$ cat config.mk
export PLATFORM = sky130hd
export DESIGN_NAME = alu_issue_stage
export DESIGN_NICKNAME = d
export VERILOG_FILES = /design/src/rtl/alu_issue_stage.sv
export SDC_FILE = /design/constraint.sdc
export NUM_CORES = 1
export LEC_CHECK = 0
export CAP_MARGIN = 0
export CORE_MARGIN = 1
export CORE_UTILIZATION = 35
export CTS_CLUSTER_DIAMETER = 40
export DETAILED_ROUTE_END_ITERATION = 8
export MAX_ROUTING_LAYER = met4
export PLACE_DENSITY = 0.65
export SLEW_MARGIN = 20
export SYNTH_ARGS = -nofsm -noshare
export SYNTH_HDL_FRONTEND = slang
export SYNTH_SLANG_ARGS = --single-unit
export TNS_END_PERCENT = 5
$ cat constraint.sdc
create_clock -name clk -period 7.1 [get_ports clk]
set_input_delay 1.42 -clock clk [delete_from_list [all_inputs] [get_ports clk]]
set_output_delay 1.42 -clock clk [all_outputs]
set_load 0.005 [all_outputs]
$ cat src/rtl/alu_issue_stage.sv
// Operand issue stage ahead of the ALU: 2-entry skid buffer with operand forwarding.
// MAIN drives the registered ALU outputs; SKID holds the op accepted while MAIN stalls.
module alu_issue_stage #(
    parameter int unsigned DATA_WIDTH  = 32,
    parameter int unsigned CTRL_WIDTH  = 5,
    parameter int unsigned SHAMT_WIDTH = 5,
    parameter int unsigned TAG_WIDTH   = 5,
    parameter int unsigned CNT_WIDTH   = 16
) (
    input  logic                    clk,
    input  logic                    rst,
    input  logic                    inValid,
    output logic                    inReady,
    input  logic [DATA_WIDTH-1:0]   opA,
    input  logic [DATA_WIDTH-1:0]   opB,
    input  logic [TAG_WIDTH-1:0]    tagA,
    input  logic [TAG_WIDTH-1:0]    tagB,
    input  logic [CTRL_WIDTH-1:0]   ctrlIn,
    input  logic [SHAMT_WIDTH-1:0]  shamtIn,
    input  logic                    fwdValid,
    input  logic [TAG_WIDTH-1:0]    fwdTag,
    input  logic [DATA_WIDTH-1:0]   fwdData,
    output logic                    outValid,
    input  logic                    outReady,
    output logic [2*DATA_WIDTH-1:0] dataIn,
    output logic [CTRL_WIDTH-1:0]   ctrl,
    output logic [SHAMT_WIDTH-1:0]  shamt,
    output logic [CNT_WIDTH-1:0]    stallCount
);

    typedef struct packed {
        logic [DATA_WIDTH-1:0]  a;
        logic [DATA_WIDTH-1:0]  b;
        logic [TAG_WIDTH-1:0]   tag_a;
        logic [TAG_WIDTH-1:0]   tag_b;
        logic [CTRL_WIDTH-1:0]  ctrl;
        logic [SHAMT_WIDTH-1:0] shamt;
    } entry_t;

    typedef enum logic [1:0] {
        EMPTY = 2'd0,
        ONE   = 2'd1,
        FULL  = 2'd2
    } state_t;

    state_t                 r_state;
    state_t                 w_state_next;
    entry_t                 r_main;
    entry_t                 r_skid;
    entry_t                 w_main_next;
    entry_t                 w_skid_next;
    entry_t                 w_in_entry;
    entry_t                 w_in_fwd;
    entry_t                 w_main_fwd;
    entry_t                 w_skid_fwd;
    logic                   r_out_valid;
    logic [CNT_WIDTH-1:0]   r_stall;
    logic                   w_accept;
    logic                   w_issue;
    logic                   w_fwd_en;

    // Replace each operand whose source tag matches the forwarded destination tag.
    function automatic entry_t fwd_apply(input entry_t e, input logic en,
                                         input logic [TAG_WIDTH-1:0] t,
                                         input logic [DATA_WIDTH-1:0] d);
        entry_t r;
        r = e;
        if (en && (e.tag_a == t)) r.a = d;
        if (en && (e.tag_b == t)) r.b = d;
        return r;
    endfunction

    assign inReady  = (r_state != FULL) && !rst;
    assign w_accept = inValid && inReady;
    assign w_issue  = r_out_valid && outReady;
    assign w_fwd_en = fwdValid && (fwdTag != '0);

    assign w_in_entry = '{a: opA, b: opB, tag_a: tagA, tag_b: tagB,
                          ctrl: ctrlIn, shamt: shamtIn};
    assign w_in_fwd   = fwd_apply(w_in_entry, w_fwd_en, fwdTag, fwdData);
    assign w_main_fwd = fwd_apply(r_main, w_fwd_en, fwdTag, fwdData);
    assign w_skid_fwd = fwd_apply(r_skid, w_fwd_en, fwdTag, fwdData);

    always_ff @(posedge clk or posedge rst) begin
        if (rst) begin
            r_state <= EMPTY;
        end else begin
            r_state <= w_state_next;
        end
    end

    always_comb begin
        w_state_next = r_state;
        case (r_state)
            EMPTY: if (w_accept) w_state_next = ONE;
            ONE: begin
                if (w_accept && !w_issue)      w_state_next = FULL;
                else if (!w_accept && w_issue) w_state_next = EMPTY;
            end
            FULL:    if (w_issue) w_state_next = ONE;
            default: w_state_next = EMPTY;
        endcase
    end

    // Entry next values; an entry leaving this cycle is not forwarded into.
    always_comb begin
        w_main_next = r_main;
        w_skid_next = r_skid;
        case (r_state)
            EMPTY: if (w_accept) w_main_next = w_in_fwd;
            ONE: begin
                if (w_issue) begin
                    if (w_accept) w_main_next = w_in_fwd;
                end else begin
                    w_main_next = w_main_fwd;
                    if (w_accept) w_skid_next = w_in_fwd;
                end
            end
            FULL: begin
                if (w_issue) begin
                    w_main_next = w_skid_fwd;
                end else begin
                    w_main_next = w_main_fwd;
                    w_skid_next = w_skid_fwd;
                end
            end
            default: ;
        endcase
    end

    always_ff @(posedge clk or posedge rst) begin
        if (rst) begin
            r_main      <= '0;
            r_skid      <= '0;
            r_out_valid <= 1'b0;
            r_stall     <= '0;
        end else begin
            r_main      <= w_main_next;
            r_skid      <= w_skid_next;
            r_out_valid <= (w_state_next != EMPTY);
            if (r_out_valid && !outReady && (r_stall != '1))
                r_stall <= r_stall + CNT_WIDTH'(1);
        end
    end

    assign outValid   = r_out_valid;
    assign dataIn     = {r_main.b, r_main.a};
    assign ctrl       = r_main.ctrl;
    assign shamt      = r_main.shamt;
    assign stallCount = r_stall;

endmodule

==> flow_summary.ini, run 1 <==
[run_status]
outcome = finished, final reports clean

[worst_setup_path]
cpMaxStageDelayCell = or4_4
cp_data_arrival_time_ns = 4.58
cp_max_fo = 34
critPathCaptureType = flop
cp.required_ns = 7.39
cpPeakStageDelay_ns = 0.67
cpMostUsedCell = buf_4
crit_path_start_kind = input pin
path_cells = clkdlybuf4s50_1 -> or4_4 -> o21ai_4 -> buf_4 -> nor4_4 -> buf_4 -> mux2i_1 -> o2111ai_1
crit_family = buffers and inverters
critPathKind = input pin to flop
cp_num_buf_inv = 3

[synthesis]
synth_warnings = 0
ys_types = 57
synthArstFlopShare_pct = 100
syn-num-nets = 1578
syn_inst = 1446
netlist_area_um2 = 12500
ys_seq_area_share_pct = 37.6
ys_ff_latch = 187
synth_area_per_cell_um2 = 8.61
synth_edf_count = 0
synth_ff_type = dfrtp_1

[global_routing]
grt_first_pass_wirelength_mm = 65.8
antenna_found_initial = 2
grt_use_total_pct = 24.0
grt_pass1_vias = 11173
busiest_layer = met2
grt_max_degree = 132
gr-usage-met1_pct = 32.8
grt-ovfl-total = 0
grt_use_met2_pct = 34.5
met3_usage_pct = 6.28

[finish]
multi_input_area_um2 = 6650
drive_above_1_share_pct = 10.2
ff_latch_area_um2 = 4680
layout_commonest_cell = nand2_1
fillers = 3443
utilization_pct = 42.9
final_cell_mix = 296 x nand2_1, 217 x clkdlybuf4s50_1, 187 x dfrtp_1
final_nets = 1628
areaGrowthSynthToFinish_pct = 19.9

[cts]
numClockSinks = 187
clock_path_buffers = 2
insertion_delay_ns = 0.45
cts_resized = 0
cts_inserted_buffers = 17
post_cts_buffers = 0
cts_hold_buf = 0
cts.clk_slew.worst_paths_ns = 0.07
root_buffer = clkbuf_16
cts_tree = built
htree_levels = 4

[timing]
tns_ns = 0
timing.fmax_mhz = 233
slew_violations = 0
slew_headroom_pct = 24.6
worst_slack_ns = 2.81
min_period_ns = 4.29
finalClockSkew_ns = 0.0198
finalHoldViolations = 0
period_share_pct = 60.4
rsz0062_at_grt = no
worst_slew_pin_slew_ns = 1.13
setup_viol_count_final = 0

[power_and_ir_drop]
power.share.combinational_pct = 44.8
peakVddDrop_mv = 0.213
p_sw_uw = 2100
leakage_uw = 0.00549
internal_power_uw = 3010
seq_power_share_pct = 36.0
p_per_area_nw_per_um2 = 342
clkPwrFrac_pct = 19.2
switching_share_pct = 41.1

[placed_design]
pre_cts_ws_ns = 2.42
portBuffers = 217
dp_hpwl_mm = 27.2
gp_congestion = 0.827

[route]
vias_per_cell = 5.85
detail-route-antenna-nets = 0
routedWlPerCell_um = 21.6
routed_wirelength_mm = 42.5
via_count = 11499
drtIter0Drc = 1050
drtPass1Iterations = 5
drc = 0

[die]
coreArea_um2 = 34800
start_util_pct = 35.8
die_h_um = 191
fp.dieArea_um2 = 36300
ioPinCount = 218
die_w_um = 191
rows = 68

[job]
maxCapViolations = 0

[min_path]
hold_path.class = flop to flop
[sequential cells by signal (all words and copies together), names as in the netlist]
register,cells
ctrl,5
dataIn,64
outValid,1
r_main,10
r_skid,84
r_state,2
shamt,5
stallCount,16
[cell type report]
class | count | share of cell area (%)
clock buffer | 18 | 2.87
tap | 455 | 3.81
clock inverter | 14 | 1.04
sequential | 187 | 31.3
multi-input combinational | 1026 | 44.5
antenna | 3 | 0.0503
timing repair buffer | 242 | 15.8
inverter | 22 | 0.603
[stage by stage]
| stage | power (uW) | hold WS (ns) | instance area (um2) | std cells |
|---|---|---|---|---|
| CTS | 5120 | 0.482 | 14900 | 1964 |
| global route | 5440 | 0.495 | 14900 | 1966 |
| detailed placement | 4130 | 0.463 | 14300 | 1932 |
| finish | 5110 | 0.483 | 14900 | 1967 |
| global placement | 4070 | 0.460 | 14300 | 1932 |
| floorplan | 3330 | 0.446 | 12500 | 1446 |
[metal layers]
layer | share of wire [%] | vias up | wire length [um]
met4 | 2.4 | 0 | 1020
met3 | 9.8 | 54 | 4150
met5 | 0 | - | 0
met1 | 44 | 5702 | 18600
met2 | 44 | 516 | 18700
li1 | - | 5227 | -
[final timing paths]
| kind | slack [ns] | to | startpoint | depth (start not counted) |
|---|---|---|---|---|
| worst max-delay path | 2.81 | dataIn[32] | fwdTag[1] | 8 |
| worst min-delay path | 0.48 | r_skid[9] | r_skid[9] | 2 |
| worst max register to register | 3.46 | dataIn[54] | r_state[0] | 8 |
| worst min register to register | 0.48 | r_skid[9] | r_skid[9] | 2 |
| max in group asynchronous | 3.98 | dataIn[16] | rst | 3 |
| min in group asynchronous | 1.64 | r_main[13] | rst | 2 |
[worst min-delay path, cell delays in order, from the launching register on]
cell and delay, ns:
dfrtp_1 0.35, nand2_1 0.05, nand2_1 0.05
[cell usage after synthesis (5+ instances only)]
master,instances,area (um2)
nand2_1,296,1110
dfrtp_1,187,4680
o21ai_0,98,490
clkbuf_1,92,345
mux2_2,77,867
buf_4,76,571
a21oi_1,64,320
nand3_1,43,215
xnor2_1,40,350
nand4_1,38,238
mux2i_1,34,340
o2111ai_1,32,280
o211ai_1,32,240
o31ai_1,31,233
nor2_1,26,97.6
a31oi_1,22,138
inv_1,22,82.6
buf_2,21,105
a22oi_1,19,143
a2bb2oi_1,19,166
and2_1,19,119
nor4_1,19,119
a2111o_1,16,180
a221o_1,15,150
nand4bb_1,15,169
clkbuf_2,14,70.1
and3_1,6,37.5
buf_1,6,22.5
ha_1,6,75.1
xor2_1,6,52.6
nor2b_1,5,31.3
[power groups by stage]
stage	Sequential [uW]	Combinational (uW)	Clock (uW)
5_1_grt	1900	2500	1050
2_1_floorplan	1750	1580	0
6_report	1840	2290	984
4_1_cts	1840	2280	1000
3_5_place_dp	1850	2280	0
3_3_place_gp	1830	2230	0
[kinds of logic after synthesis]
family	share of synthesized area, %
and+or+nand+nor	19.0
AOI/OAI and AO/OA	20.0
buffers and inverters	9.78
DFF	37.6
muxes	9.78
xor gates and xnor gates	3.23
adders and majority gates	0.683
Power figures use the tool's default switching activity.
==> run 2, diff against run 1 <==
- PLACE_DENSITY: 0.65 -> 0.67
- clock period: 7.1 -> 3.65 ns (I/O delays scaled with it)
==> run 2 against run 1 <==
  * Sequential share of layout area fell by 0.68 points
  * Design area rose by 2.2%
  * Die area did not move
  * Worst setup slack got worse by 2.2 ns
  * Register-to-register slack got worse by 2.7 ns
  * Clock skew fell by 0.0054 ns
==> flow_summary.ini, run 2 (synthesis results as in run 1) <==
[cts]
cts_resized = 0
cts_inserted_buffers = 17
htree_levels = 4
insertion_delay_ns = 0.45
root_buffer = clkbuf_16
numClockSinks = 187
cts.clk_slew.worst_paths_ns = 0.07
clock_path_buffers = 2
post_cts_buffers = 0
cts_hold_buf = 0
cts_tree = built

[finish]
top_register = r_skid
largest_reg_flops = 84
fin_cells = 1996
final_cell_mix = 296 x nand2_1, 217 x clkdlybuf4s50_1, 187 x dfrtp_1
stdcell_area_um2 = 15300
layout_commonest_cell = nand2_1
final_nets = 1658
areaGrowthSynthToFinish_pct = 22.6
drive_above_1_share_pct = 11.8

[min_path]
worstHoldStart = r_skid[9]
hold_path.class = flop to flop

[placed_design]
pre_cts_ws_ns = 0.176
portBuffers = 217
placed_cells = 1962
gp_congestion = 0.840
dpl-instance-area_um2 = 14700
dp_hpwl_mm = 28.3

[route]
routedLengthMet1_mm = 18.4
routed_wirelength_mm = 42.6
via_count = 11661
drtPass1Iterations = 5
highest_layer = met4
drc = 0
detail-route-antenna-nets = 0
wl_met2_mm = 19.4
routedWlPerCell_um = 21.4
vias_per_cell = 5.84
drtIter0Drc = 1069
met3WireLength_mm = 3.89

[worst_setup_path]
crit_family = simple AND/OR/NAND/NOR gates
critical_path.startpoint = fwdTag[3]
critPathCaptureType = flop
path_cells = clkdlybuf4s50_1 -> xnor2_1 -> nand2_1 -> nor3_4 -> buf_4 -> mux2_2 -> o2111ai_1
regToRegStartpoint = r_state[0]
cp.required_ns = 4.00
cp_max_fo = 19
cpPeakStageDelay_ns = 0.87
cpMaxStageDelayCell = nor3_4
r2r_slack_ns = 0.77
crit_path_start_kind = input pin
cp_data_arrival_time_ns = 3.38
cp_num_buf_inv = 2
critPathKind = input pin to flop

[die]
die_h_um = 191
start_util_pct = 35.8
coreArea_um2 = 34800
rows = 68
ioPinCount = 218
fp.dieArea_um2 = 36300
die_w_um = 191

[power_and_ir_drop]
peakVddDrop_mv = 0.448
p_per_area_nw_per_um2 = 656
leakage_uw = 0.00566

[timing]
finalClockSkew_ns = 0.0144
slew_headroom_pct = 30.1
min_period_ns = 3.02
setup_viol_count_final = 0
timing.fmax_mhz = 331
worst_slew_pin_slew_ns = 1.05
rsz0062_at_grt = no
tns_ns = 0
period_share_pct = 82.9
finalHoldWorstSlack_ns = 0.477
worst_slack_ns = 0.625
finalHoldViolations = 0
slew_violations = 0

[global_routing]
grt-ovfl-total = 0
grt_use_total_pct = 24.0
grt_max_degree = 65
grt_first_pass_wirelength_mm = 65.9
grt_pass1_vias = 11566
antenna_found_initial = 2

[job]
maxCapViolations = 0

[run_status]
outcome = finished, final reports clean
==> run 2: cell types whose count changed in the layout (fill, tap and decap cells not counted), moves of 2 or more <==
cell / change
buf_12: +12
buf_4: +18
clkinv_2: +3
clkinv_4: -3
clkinvlp_4: +2
inv_8: -2
==> run 2: worst min-delay path: cells and delay by family, from the launching register on <==
kind	cells	cell delay [ns]
flip-flops	1	0.34
AND/OR/NAND/NOR	2	0.10
==> run 2: path summary, 6_finish.rpt <==
| kind | endpoint | cells after the start |
|---|---|---|
| hold / removal | r_skid[9] | 2 |
| setup / recovery | dataIn[41] | 7 |
| hold reg to reg | r_skid[9] | 2 |
| max in group asynchronous | r_skid[37] | 3 |
| setup reg to reg | dataIn[18] | 7 |
| min in group asynchronous | r_skid[68] | 2 |
==> run 2: per-layer routing <==
metal,up-vias,GRT usage (%)
met5,-,-
met4,0,7.72
met3,52,5.63
met2,552,35.8
met1,5755,32.0
li1,5302,-
==> run 2: stage by stage <==
step           power, uW  util [%]
3_3_place_gp        8030      42.3
4_1_cts            10000      43.9
5_1_grt            10700      43.9
2_1_floorplan       6470         -
3_5_place_dp        8160      42.3
6_report           10000      43.9
==> run 2: power breakdown <==
part           switching (uW)  internal [uW]
registers                 645           2950
clock network             880            966
logic                    2510           2070
total                    4030           5990
==> run 2: area by class of cell <==
type | count | area, um2
multi-input cells | 1026 | 6630
flip-flops and latches | 187 | 4680
clock buffers | 19 | 443
repair buffers | 272 | 2740
diodes | 3 | 7.51
well taps | 455 | 569
clock inverters | 12 | 115
inverters | 22 | 86.3
fillers | 3379 | 19500
